<file path="src/rtl/adder_ctrl_pkg.sv">
`default_nettype none
// +----------------------------------------------------------------------+
// | adder_ctrl_pkg                                                       |
// | Shared FSM encodings and slice width for the nibble-serial adder.    |
// | Revision: 1.0 - initial release                                      |
// +----------------------------------------------------------------------+
package adder_ctrl_pkg;

  localparam logic [1:0] ST_IDLE = 2'd0;
  localparam logic [1:0] ST_RUN  = 2'd1;
  localparam logic [1:0] ST_DONE = 2'd2;

  // Width of the shared ripple slice
  localparam int NIB = 4;

endpackage
`default_nettype wire

</file>
<file path="src/rtl/nibble_serial_adder_ctrl_fa4.sv">
`default_nettype none
// +----------------------------------------------------------------------+
// | FA_4_Ripple                                                          |
// | Four full adders chained LSB to MSB; purely combinational slice.     |
// | Revision: 1.0 - initial release                                      |
// +----------------------------------------------------------------------+
module FA_4_Ripple
  import adder_ctrl_pkg::*;
(
  input  logic [NIB-1:0] a,
  input  logic [NIB-1:0] b,
  input  logic           cin,
  output logic [NIB-1:0] s,
  output logic           cout3
);

  logic [NIB:0] w_c;

  assign w_c[0] = cin;

  // One full adder per bit, carry rippling upward
  generate
    for (genvar i = 0; i < NIB; i++) begin : g_bit
      assign s[i]     = a[i] ^ b[i] ^ w_c[i];
      assign w_c[i+1] = (a[i] & b[i]) | (a[i] & w_c[i]) | (b[i] & w_c[i]);
    end
  endgenerate

  assign cout3 = w_c[NIB];

endmodule
`default_nettype wire

</file>
<file path="src/rtl/nibble_serial_adder_ctrl.sv">
`default_nettype none
// +----------------------------------------------------------------------+
// | nibble_serial_adder_ctrl                                             |
// | Adds or subtracts WIDTH-bit operands one nibble per clock, LSB       |
// | first, through a single shared 4-bit ripple slice.                   |
// | Revision: 1.0 - initial release                                      |
// +----------------------------------------------------------------------+
module nibble_serial_adder_ctrl
  import adder_ctrl_pkg::*;
#(
  parameter int WIDTH = 16
) (
  input  logic             clk,
  input  logic             rst_n,
  input  logic             in_valid,
  output logic             in_ready,
  input  logic [WIDTH-1:0] op_a,
  input  logic [WIDTH-1:0] op_b,
  input  logic             cin,
  input  logic             sub,
  output logic             out_valid,
  input  logic             out_ready,
  output logic [WIDTH-1:0] sum,
  output logic             cout,
  output logic             ovf,
  output logic             busy
);

  localparam int NIBBLES = WIDTH / NIB;
  localparam int IDX_W   = (NIBBLES > 1) ? $clog2(NIBBLES) : 1;
  localparam logic [IDX_W-1:0] c_idx_last = IDX_W'(NIBBLES - 1);

  logic [1:0]       r_state;
  logic [1:0]       w_state_nxt;
  logic [WIDTH-1:0] r_a;
  logic [WIDTH-1:0] r_bx;
  logic             r_carry;
  logic [IDX_W-1:0] r_idx;
  logic [WIDTH-1:0] r_sum;
  logic             r_cout;
  logic             r_ovf;
  logic             r_out_valid;

  logic [NIB-1:0]   w_s;
  logic             w_c;
  logic             w_go;
  logic             w_last;
  logic             w_take;

  assign w_go   = in_valid && (r_state == ST_IDLE);
  assign w_last = (r_state == ST_RUN) && (r_idx == c_idx_last);
  assign w_take = r_out_valid && out_ready;

  // Shared slice sees only registered operands and the registered carry
  FA_4_Ripple u_slice (
    .a     (r_a[r_idx*NIB +: NIB]),
    .b     (r_bx[r_idx*NIB +: NIB]),
    .cin   (r_carry),
    .s     (w_s),
    .cout3 (w_c)
  );

  // State register
  always_ff @(posedge clk or negedge rst_n) begin
    if (!rst_n) r_state <= ST_IDLE;
    else        r_state <= w_state_nxt;
  end

  // Next-state logic: accept, run all nibbles, hold until consumed
  always_comb begin
    w_state_nxt = r_state;
    case (r_state)
      ST_IDLE: if (w_go)   w_state_nxt = ST_RUN;
      ST_RUN:  if (w_last) w_state_nxt = ST_DONE;
      ST_DONE: if (w_take) w_state_nxt = ST_IDLE;
      default:             w_state_nxt = ST_IDLE;
    endcase
  end

  // State-decoded handshake/status outputs
  always_comb begin
    in_ready = (r_state == ST_IDLE);
    busy     = (r_state == ST_RUN);
  end

  // Operand capture, per-nibble accumulation and final flags
  always_ff @(posedge clk or negedge rst_n) begin
    if (!rst_n) begin
      r_a     <= '0;
      r_bx    <= '0;
      r_carry <= 1'b0;
      r_idx   <= '0;
      r_sum   <= '0;
      r_cout  <= 1'b0;
      r_ovf   <= 1'b0;
    end else if (w_go) begin
      r_a     <= op_a;
      r_bx    <= sub ? ~op_b : op_b;
      r_carry <= sub ? 1'b1 : cin;
      r_idx   <= '0;
    end else if (r_state == ST_RUN) begin
      r_sum[r_idx*NIB +: NIB] <= w_s;
      r_carry                 <= w_c;
      if (w_last) begin
        r_idx  <= '0;
        r_cout <= w_c;
        // Top slice bit is the result MSB; overflow needs like-signed operands
        r_ovf  <= (r_a[WIDTH-1] == r_bx[WIDTH-1]) && (w_s[NIB-1] != r_a[WIDTH-1]);
      end else begin
        r_idx <= r_idx + 1'b1;
      end
    end
  end

  // Result-valid register: asserts one cycle into DONE, drops on consume
  always_ff @(posedge clk or negedge rst_n) begin
    if (!rst_n) r_out_valid <= 1'b0;
    else        r_out_valid <= (r_state == ST_DONE) && !w_take;
  end

  assign out_valid = r_out_valid;
  assign sum       = r_sum;
  assign cout      = r_cout;
  assign ovf       = r_ovf;

endmodule
`default_nettype wire

</file>
<file path="config.mk">
export PLATFORM = sky130hd
export DESIGN_NAME = nibble_serial_adder_ctrl
export DESIGN_NICKNAME = d
export VERILOG_FILES = /design/src/rtl/adder_ctrl_pkg.sv /design/src/rtl/nibble_serial_adder_ctrl_fa4.sv /design/src/rtl/nibble_serial_adder_ctrl.sv
export SDC_FILE = /design/constraint.sdc
export NUM_CORES = 1
export LEC_CHECK = 0
export CAP_MARGIN = 0
export CORE_ASPECT_RATIO = 0.7
export CORE_MARGIN = 2
export CORE_UTILIZATION = 46
export CTS_BUF_LIST = sky130_fd_sc_hd__clkbuf_16
export CTS_CLUSTER_DIAMETER = 40
export DETAILED_ROUTE_END_ITERATION = 6
export PLACE_DENSITY = 0.8
export SKIP_LAST_GASP = 1
export SLEW_MARGIN = 20
export SYNTH_ARGS = -nofsm -noshare
export SYNTH_HDL_FRONTEND = slang
export SYNTH_SLANG_ARGS = --single-unit
</file>
<file path="constraint.sdc">
create_clock -name clk -period 3.06 [get_ports clk]
set_input_delay 0.918 -clock clk [delete_from_list [all_inputs] [get_ports clk]]
set_output_delay 0.918 -clock clk [all_outputs]
set_load 0.02 [all_outputs]
</file>
==> out/qor.csv, run 1 <==
metric;value;unit
status;completed;
mapped cell area;0.002801;sq mm
CP Capture Type;register;
Mapped Cells;258;
number of synthesis warnings;0;
CP Launch Point;r_idx[0];
number of global-route vias before repair;2026;
reg-to-reg slack, setup;0.17;ns
clock root buffer;clkbuf_16;
Clock Path Buffers;2;
Setup crit end;ovf;
post-route ant nets;0;
gr usage total;18.22;%
initial antenna violation count;0;
vias;1993;
Most used DFF post-synth;dfrtp_1;
Critical Path AT;3.06;ns
Hold Vio Cnt, Final;0;
top-area cell type share of the netlist area;50.02;%
most numerous cell in the Yosys netlist;nand2_1;
pre-CTS worst setup slack;0.1487;ns
hold_buf cts;0;
Static Leak;1.586;nW
final core utilization;61.54;%
core area;0.005813;sq mm
Top delay family on crit path;adder cells;
Startpoint Class;register;
Clock transition at path regs;0.07;ns
Final setup viols;0;
setup TNS;0;ns
Die Y;69.29;um
Top Ports;59;
Hold Path Class;register to register;
share of cells above drive strength 1;14.60;%
synth cell count leaders;83 x nand2_1, 56 x dfrtp_1, 16 x xnor2_1;
Port Buffers;58;
H-tree depth;2;
CTS tree;yes;
Fmax achieved;345.6;MHz
diodes inserted;0;
Routed WL per cell;14.73;um
dpl hpwl;4326;um
Cell Rows;23;
period utilization;94.56;%
WL final;5744;um
largest net degree at the start of global routing;53;
asr flop ratio synth;100.0;%
r2r worst-path depth;10;
Stages on worst setup path;10;
most used cell, CP;fa_1;
reg2reg end;ovf;
critical-path cell list;mux4_2, fa_1, inv_1, fa_1, fa_1, inv_1, fa_1, and3b_1, a21oi_1, o21ai_0;
crit path kind;register to register;
peak supply drop;0.0004486;V
post-synth top area cell;dfrtp_1;
worst path buffer plus inverter count;2;
overall power;0.003864;W
RSZ-0062 raised after global routing;false;
CP max stage delay;0.54;ns
required time of the critical path;3.22;ns
clk sink count;56;
Final min period;2.894;ns
Final nets;361;
Via density;5.110;
Avg Inst Size Synth;10.86;sq um
Initial DRT Pass Iterations;4;
CP max stage cell;mux4_2;
Clock Latency Late Sink;0.30;ns
normalized max-slew margin;44.41;%
library cells used by synthesis;29;
Layout Skew;0.007522;ns
number of enable flip-flop cells after synthesis;0;
Layout area overhead;27.69;%
RePlAce Congestion;0.8197;
Slew @ Worst Pin;0.8339;ns
first-pass GRT wire length;9687;um
Iter 0 DRT Violations;61;
# DRC;0;
critical-path maximum fanout;4;
Reg-to-Reg Start;r_idx[0];
Area contributors post-synth;dfrtp_1 50%, nand2_1 11%, mux4_2 6.4%;
Die W;97.28;um
CTS Buf Count;5;
Seq/Total Area, Yosys;50.02;%
Initial Utilization;48.19;%
Die Footprint;0.006740;sq mm
Synth Register Bits;56;
final worst slack;0.1663;ns
fin. max-slew vios;0;
max-cap violations;0;
Syn Nets;305;
GRT overflow;0;
Power Density;1080;mW/mm^2
==> cells in the final DEF, fill, tap and decap left out, drive strengths merged, types with 2 or more instances in the layout <==
| cell type | netlist | final |
|---|---|---|
| a22o | 2 | 2 |
| buf | 15 | 8 |
| clkbuf | 1 | 5 |
| clkdlybuf4s50 | 0 | 57 |
| dfrtp | 56 | 56 |
| fa | 4 | 4 |
| ha | 5 | 5 |
| inv | 11 | 12 |
| mux4 | 8 | 8 |
| nand2 | 83 | 83 |
| nand2b | 4 | 4 |
| nand3 | 4 | 4 |
| nand3b | 4 | 4 |
| nor2 | 2 | 2 |
| o21ai | 21 | 21 |
| o31ai | 8 | 8 |
| o41ai | 6 | 6 |
| xnor2 | 16 | 16 |
==> final cells by class <==
class | instances | area [sq um]
well taps | 75 | 93.84
inverters | 11 | 41.29
multi-input cells | 175 | 1236
fillers | 484 | 2236
clock inverters | 3 | 46.29
clock buffers | 5 | 125.1
flip-flops and latches | 56 | 1403
repair buffers | 65 | 631.9
==> worst register-to-register path, cell delays in order (launching register included) <==
cell and delay [ns]:
dfrtp_2 0.42, mux4_2 0.54, fa_1 0.41, inv_1 0.07
fa_1 0.17, fa_1 0.18, inv_1 0.06, fa_1 0.54
and3b_1 0.19, a21oi_1 0.10, o21ai_0 0.08
==> power by group <==
part	switching [W]	leakage (nW)	total, W	internal [W]
Clock	0.000271	0.0804	0.000661	0.000389
Sequential	0.000214	0.717	0.00126	0.00105
Combinational	0.00109	0.789	0.00194	0.000845
==> stage by stage <==
| step | area [sq um] | hold WS (ns) | cells |
|---|---|---|---|
| finish | 3577 | 0.4741 | 390 |
| global route | 3577 | 0.4958 | 390 |
| floorplan | 2804 | 0.4395 | 258 |
| detailed placement | 3401 | 0.4634 | 382 |
| CTS | 3572 | 0.4808 | 390 |
| global placement | 3401 | 0.4582 | 382 |
==> logic make-up (layout without fill, tap and decap cells) <==
group / count (synthesis) / after routing / synth area share, %
fa+ha+maj: 9 / 9 / 5.092
buf+inv: 27 / 84 / 5.851
xor+xnor: 16 / 16 / 5.002
compound gates: 39 / 39 / 10.85
flops: 56 / 56 / 50.02
simple gates: 102 / 102 / 16.35
mux: 9 / 9 / 6.833
==> worst min path at each step <==
| stage | start | endpoint | slack [ns] | cells past startpoint |
|---|---|---|---|---|
| floorplan | r_a[10] | r_a[10] | 0.44 | 2 |
| global route | out_valid | out_valid | 0.50 | 1 |
| finish | sum[8] | sum[8] | 0.47 | 2 |
| global placement | r_a[6] | r_a[6] | 0.46 | 2 |
| detailed placement | sum[10] | sum[10] | 0.46 | 2 |
| CTS | sum[10] | sum[10] | 0.48 | 2 |
==> flip-flops by register name (all words and copies together), names as in the netlist <==
register and flops:
r_a 16, r_bx 16, sum 16, r_idx 2, r_state 2, cout 1, out_valid 1, ovf 1
r_carry 1
==> what timing repair did <==
item	in CTS	in global routing
setup buffers	0	0
resized for setup	0	2
setup endpoints to repair	0	2
==> layer usage <==
metal  up-vias  global-route usage [%]  part of all wire, %
met3         8                   3.931                  4.5
met2        52                   30.56                   49
met4         0                   6.019                  1.4
met1       952                   23.82                   45
li1        981                       -                    -
met5         -                       0                    0
No activity file was read; power rests on OpenSTA's default activity.
==> run 2: changes to the inputs <==
- HOLD_SLACK_MARGIN: not set -> 0.12
==> results of run 2 <==
Final layout, timing and power as in run 1 (identical DEF).
